==> src/rtl/riscv_id2ex_stage.sv <==
// ID/EX pipeline register: captures decoded ID fields for EX, detects load-use
// hazards, inserts bubbles on flush/load-use, and bypasses WB data into ID operands.
module riscv_id2ex_stage #(
  parameter int unsigned RF_ADDR_WIDTH = 5,
  parameter int unsigned XLEN          = 32,
  parameter int unsigned CTRL_WIDTH    = 8
) (
  input  logic                     clk,
  input  logic                     rst_n,
  input  logic                     valid_id,
  input  logic [XLEN-1:0]          pc_id,
  input  logic [RF_ADDR_WIDTH-1:0] rs1_id,
  input  logic [RF_ADDR_WIDTH-1:0] rs2_id,
  input  logic [1:0]               rs_used_id,
  input  logic [RF_ADDR_WIDTH-1:0] rd_id,
  input  logic [XLEN-1:0]          rs1_rdata,
  input  logic [XLEN-1:0]          rs2_rdata,
  input  logic [XLEN-1:0]          imm_id,
  input  logic [CTRL_WIDTH-1:0]    ctrl_id,
  input  logic [RF_ADDR_WIDTH-1:0] rd_mem2wb_ff,
  input  logic                     reg_write_mem2wb_ff,
  input  logic [XLEN-1:0]          wb_data,
  input  logic                     flush_ex,
  input  logic                     stall_ex,
  output logic                     valid_id2ex_ff,
  output logic [XLEN-1:0]          pc_id2ex_ff,
  output logic [RF_ADDR_WIDTH-1:0] rs1_id2ex_ff,
  output logic [RF_ADDR_WIDTH-1:0] rs2_id2ex_ff,
  output logic [RF_ADDR_WIDTH-1:0] rd_id2ex_ff,
  output logic [XLEN-1:0]          rs1_data_id2ex_ff,
  output logic [XLEN-1:0]          rs2_data_id2ex_ff,
  output logic [XLEN-1:0]          imm_id2ex_ff,
  output logic [CTRL_WIDTH-1:0]    ctrl_id2ex_ff,
  output logic                     load_use_stall
);

  logic            ex_is_load;
  logic            rs1_dep;
  logic            rs2_dep;
  logic            rs1_wb_hit;
  logic            rs2_wb_hit;
  logic            bubble;
  logic [XLEN-1:0] rs1_operand;
  logic [XLEN-1:0] rs2_operand;

  always_comb begin
    ex_is_load     = valid_id2ex_ff && ctrl_id2ex_ff[1] && (rd_id2ex_ff != '0);
    rs1_dep        = rs_used_id[0] && (rs1_id == rd_id2ex_ff);
    rs2_dep        = rs_used_id[1] && (rs2_id == rd_id2ex_ff);
    load_use_stall = valid_id && ex_is_load && (rs1_dep || rs2_dep) && !flush_ex && !stall_ex;
    bubble         = flush_ex || load_use_stall;
  end

  // x0 is never bypassed; the regfile already returns zero for it
  always_comb begin
    rs1_wb_hit  = reg_write_mem2wb_ff && (rd_mem2wb_ff != '0) && (rd_mem2wb_ff == rs1_id);
    rs2_wb_hit  = reg_write_mem2wb_ff && (rd_mem2wb_ff != '0) && (rd_mem2wb_ff == rs2_id);
    rs1_operand = rs1_wb_hit ? wb_data : rs1_rdata;
    rs2_operand = rs2_wb_hit ? wb_data : rs2_rdata;
  end

  // load_use_stall is already masked by stall_ex, so flush is the only bubble source
  // that can coincide with a downstream freeze.
  always_ff @(posedge clk or negedge rst_n) begin
    if (!rst_n) begin
      valid_id2ex_ff    <= 1'b0;
      pc_id2ex_ff       <= '0;
      rs1_id2ex_ff      <= '0;
      rs2_id2ex_ff      <= '0;
      rd_id2ex_ff       <= '0;
      rs1_data_id2ex_ff <= '0;
      rs2_data_id2ex_ff <= '0;
      imm_id2ex_ff      <= '0;
      ctrl_id2ex_ff     <= '0;
    end else if (bubble) begin
      valid_id2ex_ff    <= 1'b0;
      pc_id2ex_ff       <= '0;
      rs1_id2ex_ff      <= '0;
      rs2_id2ex_ff      <= '0;
      rd_id2ex_ff       <= '0;
      rs1_data_id2ex_ff <= '0;
      rs2_data_id2ex_ff <= '0;
      imm_id2ex_ff      <= '0;
      ctrl_id2ex_ff     <= '0;
    end else if (!stall_ex) begin
      valid_id2ex_ff    <= valid_id;
      pc_id2ex_ff       <= pc_id;
      rs1_id2ex_ff      <= rs1_id;
      rs2_id2ex_ff      <= rs2_id;
      rd_id2ex_ff       <= valid_id ? rd_id : '0;
      rs1_data_id2ex_ff <= rs1_operand;
      rs2_data_id2ex_ff <= rs2_operand;
      imm_id2ex_ff      <= imm_id;
      ctrl_id2ex_ff     <= valid_id ? ctrl_id : '0;
    end
  end

endmodule
==> config.mk <==
export PLATFORM = sky130hd
export DESIGN_NAME = riscv_id2ex_stage
export DESIGN_NICKNAME = d
export VERILOG_FILES = /design/src/rtl/riscv_id2ex_stage.sv
export SDC_FILE = /design/constraint.sdc
export NUM_CORES = 1
export LEC_CHECK = 0
export CORE_ASPECT_RATIO = 0.9
export CORE_MARGIN = 4
export CORE_UTILIZATION = 35
export CTS_CLUSTER_DIAMETER = 150
export DETAILED_ROUTE_END_ITERATION = 8
export PLACE_DENSITY = 0.69
export SLEW_MARGIN = 5
export SYNTH_ARGS = -nofsm -noshare
export SYNTH_HDL_FRONTEND = slang
export SYNTH_SLANG_ARGS = --single-unit
==> constraint.sdc <==
create_clock -name clk -period 4.07 [get_ports clk]
set_input_delay 0.407 -clock clk [delete_from_list [all_inputs] [get_ports clk]]
set_output_delay 0.407 -clock clk [all_outputs]
set_load 0.01 [all_outputs]
==> metrics.txt, run 1 <==
status=finished, final reports clean; Worst Setup EP=load_use_stall; Synth Register Bits=152; Post-CTS Setup Bufs=0; Buffers on Ports=348; Clk pwr share=38.5%; Worst-Skew Late Latency=420 ps; Hold Vio Cnt, Final=0; Critical Path AT=2650 ps; Pins Over Slew Limit=0; GRT Resource Usage Total=20.9%; most numerous cell in the Yosys netlist=dfrtp_1; io pins=349; crit-path max FO=5; final setup fails=0; Max VDD drop=189 uV; Flop pwr share=42.3%; Netlist Area Pre-Place=7760 sq um; CORE AREA=21,700 sq um; CTS Sinks=152; CTS root buffer=clkbuf_16; TritonCTS buffer count=17; final critical-path share of the clock period=75.1%; share of layout cells above drive strength 1=11.4%; Post-DP HPWL=18.2 mm; die width=165 um; ys flop type=dfrtp_1; Switching Fraction=27.0%; internal power=0.00283 W; cell taking the most area after synthesis=dfrtp_1; number of antenna violations at the first check in global routing=1; DR WL/cell=19.7 um; Starting Density=35.7%; hold slack=46.9 ps; Area contributors post-synth=dfrtp_1 (49%), mux2_4 (12%), a32o_1 (8.3%), nor2b_1 (6.1%), o21ai_0 (5.7%); Post-synth EDFFs=0; routed vias=6,882; unique cell type count in the Yosys netlist=28; Reg2Reg Depth=7; Required @ worst endpoint=3660 ps; CP Class=flip-flop to output pin; combinational power share=19.3%; Worst setup startpoint=rd_id2ex_ff[1]; PwrDens=326 nW/um^2; first-pass GRT wire length=40.1 mm; total of max-cap violations=0; Synth warnings=0; H-Tree Depth=4; Pwr Total=0.00388 W; r2r setup slk=1390 ps; Synth-to-Final Area Change=53.7%; DRT antenna net count=0; slew margin rel.=39.5%; vias in the first global route=6,917; Net Sw Power=0.00105 W; DIE AREA=24,600 sq um; Reg clk slew, reported paths=70 ps; routed vias/inst=5.12; Max Clock Skew=12.5 ps; global placement routability congestion=0.810; nets=1,234; kind of end point of the critical path=output pin; Hold Crit Class=input port to async pin; Syn Inst Count=729; Post-synth top cells=dfrtp_1 (152), nand2_1 (97), o21ai_0 (89); fmax=327 MHz; grt total ovfl=0; Routed WL=26.5 mm; post-CTS sizing=0; chip height=149 um; Slew @ Worst Pin=908 ps; Worst Setup Start Kind=flip-flop; Post-synth ARST share=100%; slowest cell delay on critical path=520 ps; FF-to-FF Start=rd_id2ex_ff[1]; Pleak=4.79 nW; RSZ-0062 raised after global routing=false; DRC viols=0; syn_nets=925; worst r2r dst=rd_id2ex_ff[4]; Bufs on Longest Clock Path=2; Critical-path top delay cell=clkdlybuf4s50_1; cells along the critical path=xor2_1, nor4_1, a32oi_4, or2_2, inv_1, clkdlybuf4s50_1; DR iter-0 viols=548; DRT Pass-1 Iters=5; hold_buf cts=0; CTS tree=yes; Mean Syn Cell Area=10.6 sq um; sequential-to-total area share from yosys stat=49.0%; cell area after layout=11,900 sq um; min Tclk post-route=3060 ps; pin count of the biggest net entering global routing=95; Core Rows=51; Synth top area share=49.0%; Post-DP Area=11,400 sq um; setup_tns=0 ps
how the worst min path moves through the flow:
stage	from	end	cells after the start
finish	rst_n	rs1_data_id2ex_ff[9]	1
global placement	ctrl_id2ex_ff[4]	ctrl_id2ex_ff[4]	2
floorplan	rst_n	ctrl_id2ex_ff[0]	0
CTS	rst_n	rs1_data_id2ex_ff[9]	1
detailed placement	ctrl_id2ex_ff[4]	ctrl_id2ex_ff[4]	2
global route	rst_n	rs1_data_id2ex_ff[9]	1
cell type report:
type,instances,area (sq um)
flip-flops and latches,152,3800
multi-input cells,505,3630
inverters,1,3.75
fillers,1950,9770
clock buffers,18,429
clock inverters,14,116
diodes,1,2.50
repair buffers,361,3570
well taps,291,364
power by group through the flow:
stage          Clock, W  Sequential, W  Combinational [W]
4_1_cts         0.00154        0.00164           0.000758
2_1_floorplan         0        0.00170           0.000250
5_1_grt         0.00160        0.00165           0.000806
6_report        0.00149        0.00164           0.000748
3_3_place_gp          0        0.00166           0.000749
3_5_place_dp          0        0.00167           0.000755
kinds of logic (layout without fill, tap and decap cells):
kind of cell / count (synthesis) / count (layout) / synth area share, %
other: 0 / 1 / 0
AOI/OAI and AO/OA: 229 / 229 / 19.1
and+or+nand+nor: 192 / 192 / 12.8
muxes: 64 / 64 / 12.2
DFF: 152 / 152 / 49.0
buffers and inverters: 72 / 394 / 4.63
xor gates and xnor gates: 20 / 20 / 2.26
cells in the final DEF (no fill, tap or decap), types with 5 or more instances in the layout:
cell type / synthesis / routed
dfrtp_1: 152 / 152
clkbuf_16: 0 / 17
buf_4: 1 / 14
nor2b_1: 76 / 75
clkdlybuf4s50_1: 0 / 345
xor2_1: 12 / 12
o21ai_0: 89 / 89
a32o_1: 64 / 64
mux2_4: 60 / 60
a21oi_1: 74 / 74
xnor2_1: 8 / 8
nand2b_1: 5 / 5
nand2_1: 97 / 97
through the flow:
| stage | cells | setup WS [ps] | util [%] |
|---|---|---|---|
| 2_1_floorplan | 729 | 1860 | - |
| 3_3_place_gp | 1310 | 1040 | 52.4 |
| 3_5_place_dp | 1310 | 976 | 52.4 |
| 4_1_cts | 1342 | 1000 | 54.9 |
| 5_1_grt | 1343 | 902 | 54.9 |
| 6_report | 1343 | 1010 | 54.9 |
registers in the layout (all words and copies together), names as in the netlist:
| signal | flops |
|---|---|
| ctrl_id2ex_ff | 8 |
| imm_id2ex_ff | 32 |
| pc_id2ex_ff | 32 |
| rd_id2ex_ff | 5 |
| rs1_data_id2ex_ff | 32 |
| rs1_id2ex_ff | 5 |
| rs2_data_id2ex_ff | 32 |
| rs2_id2ex_ff | 5 |
| valid_id2ex_ff | 1 |
routing by layer:
| layer | GRT usage [%] | vias to the layer above | part of all wire, % |
|---|---|---|---|
| li1 | - | 3211 | - |
| met1 | 27.0 | 3386 | 41 |
| met2 | 33.7 | 240 | 49 |
| met3 | 5.69 | 45 | 6.8 |
| met4 | 7.44 | 0 | 3.0 |
| met5 | 0 | - | 0 |
worst max-delay path, delay by kind of cell, from the launching register on:
kind	cells	cell delay [ps]
compound gates	1	180
xor+xnor	1	190
buf+inv	2	590
flops	1	470
simple gates	2	800
Power figures use the tool's default switching activity.
==> run 2, diff against run 1 <==
==> constraint.sdc (replaced) <==
create_clock -name clk -period 3.1 [get_ports clk]
set_input_delay 0.31 -clock clk [delete_from_list [all_inputs] [get_ports clk]]
set_output_delay 0.31 -clock clk [all_outputs]
set_load 0.01 [all_outputs]
==> run 2 against run 1 <==
Net effect:
- die area did not move
- clock skew fell by 2.5 ps
- global-route usage fell by 0.25 points
- power rose by 36%
- sequential share of layout area fell by 0.29 points
- register-to-register slack got worse by 900 ps
- cell count barely moved
- sequential power rose by 31%
- setup slack got worse by 790 ps
- critical path depth did not move
- first-iteration DRC count rose by 6.9%
- largest power group unchanged
- combinational power rose by 32%
==> metrics.txt, run 2 (synthesized netlist as in run 1, its figures left out) <==
status=finished, final reports clean; number of antenna violations at the first check in global routing=2 (+1); min Tclk post-route=2880 ps; Pins Over Slew Limit=0 (unchanged); total of max-cap violations=0 (unchanged); Pleak=4.83 nW (+0.85%); Bufs on Longest Clock Path=2 (unchanged); final setup fails=0 (unchanged); nets=1,235 (+0.081%); DP Cell Count=1,310 (unchanged); share of layout cells above drive strength 1=11.6% (+0.18 points); Max Clock Skew=10.0 ps (-2.46 ps); chip height=149 um (unchanged); CP Class=flip-flop to output pin; r2r setup slk=490 ps (-900 ps); hold slack=358 ps (+311 ps); Starting Density=35.7% (unchanged); Post-DP HPWL=17.9 mm (-1.3%); DRC viols=0 (unchanged); Reg2Reg Depth=7 (unchanged); DIE AREA=24,600 sq um (unchanged); Hold Vio Cnt, Final=0 (unchanged); setup_tns=0 ps (unchanged); die width=165 um (unchanged); H-Tree Depth=4 (unchanged); Slew @ Worst Pin=928 ps (+19.9 ps); crit-path max FO=5 (unchanged); Max VDD drop=315 uV (+67%); Buffers on Ports=348 (unchanged); cells along the critical path=xor2_1, nor4_2, a32oi_4, or2_2, inv_1, clkdlybuf4s50_1; fmax=348 MHz; Critical Path AT=2570 ps (-80 ps); WHS Path Cells=4; Core Rows=51 (unchanged); RSZ-0062 raised after global routing=false; Worst Setup Start Kind=flip-flop; pin count of the biggest net entering global routing=97 (+2.1%); TritonCTS buffer count=17 (unchanged); most frequent cells in the layout=clkdlybuf4s50_1 (345), dfrtp_1 (152), nand2_1 (97), o21ai_0 (89), nor2b_1 (75); io pins=349 (unchanged); grt total ovfl=0 (unchanged); routed vias/inst=5.13 (about the same); Reg clk slew, reported paths=70 ps (about the same); CORE AREA=21,700 sq um (unchanged); Post-Layout Cell Count=1,344 (+0.074%); kind of end point of the critical path=output pin; Worst-Skew Late Latency=410 ps (about the same); worst r2r dst=ctrl_id2ex_ff[3]; first-pass GRT wire length=39.6 mm (-1.3%); CTS root buffer=clkbuf_16; Required @ worst endpoint=2790 ps (-870 ps); DR WL/cell=19.5 um (-1.0%); Routed WL=26.3 mm (-0.92%); GRT Resource Usage Total=20.6% (-0.25 points); routed vias=6,888 (+0.087%); CTS Sinks=152 (unchanged); DR iter-0 viols=586 (+6.9%); Synth-to-Final Area Change=55.1%; slowest cell delay on critical path=530 ps (about the same); Worst setup startpoint=rd_id2ex_ff[2]; HP Start=flush_ex; final critical-path share of the clock period=92.8%; CTS tree=yes; global placement routability congestion=0.802 (-0.98%); Worst Hold Endpoint=rd_id2ex_ff[1]; Critical-path top delay cell=clkdlybuf4s50_1; FF-to-FF Start=rd_id2ex_ff[1]; slew margin rel.=38.2% (-1.3 points); vias in the first global route=6,813 (-1.5%); commonest non-fill, non-tap cell in the layout=clkdlybuf4s50_1; DRT Pass-1 Iters=5 (unchanged); PwrDens=439 nW/um^2 (+35%); Hold Crit Class=input port to flip-flop; DRT antenna net count=0 (unchanged)
==> run 2: cell count changes in the layout (fill, tap and decap cells not counted), sizes merged <==
cell and delta:
dlygate4sd3 +1, bufinv +2, clkinv -2
==> run 2: what timing repair did <==
action | CTS | global route
setup buffers | 0 | 0
hold buffers | 1 | 0
gates resized for setup | 0 | 1
endpoints found under the hold margin | 71 | 0
endpoints found under the setup margin | 0 | 1
==> run 2: cell type report <==
class / instances / area, sq um
clock inverters: 14 / 163
diodes: 1 / 2.50
inverters: 1 / 3.75
flip-flops and latches: 152 / 3800
repair buffers: 362 / 3620
well taps: 291 / 364
multi-input cells: 505 / 3630
clock buffers: 18 / 439
fillers: 1940 / 9660
==> run 2: per-stage QoR <==
stage	util (%)	worst slack, ps	total power, W	cell area [sq um]
2_1_floorplan	-	986	0.00257	7760
3_3_place_gp	52.6	247	0.00317	11400
3_5_place_dp	52.6	180	0.00318	11400
4_1_cts	55.4	93.3	0.00535	12000
5_1_grt	55.5	97.5	0.00550	12000
6_report	55.5	225	0.00528	12000
==> run 2: critical path, delay by kind of cell, from the launching register on <==
| family | cells | cell delay (ps) |
|---|---|---|
| buf+inv | 2 | 610 |
| simple gates | 2 | 720 |
| compound gates | 1 | 160 |
| flops | 1 | 460 |
| xor+xnor | 1 | 200 |
==> run 2: worst max path at each step <==
stage	endpoint	slack, ps	cells after the start
3_5_place_dp	ctrl_id2ex_ff[3]	180	8
5_1_grt	load_use_stall	100	6
2_1_floorplan	load_use_stall	990	8
6_report	load_use_stall	220	6
3_3_place_gp	ctrl_id2ex_ff[7]	250	8
4_1_cts	load_use_stall	90	6
==> run 2: report_power, final <==
group          switching, W  leakage [nW]  internal (W)  total, W
Sequential        0.0000628          2.03       0.00209   0.00215
Clock              0.000902         0.288       0.00123   0.00213
Combinational      0.000403          2.52      0.000588  0.000991
==> run 2: metal layers <==
layer / track usage [%] / part of all wire [%] / vias to the layer above
met3: 5.33 / 6.5 / 53
met5: 0 / 0.046 / -
li1: - / - / 3214
met1: 27.5 / 42 / 3367
met2: 32.4 / 48 / 252
met4: 7.78 / 3.6 / 2
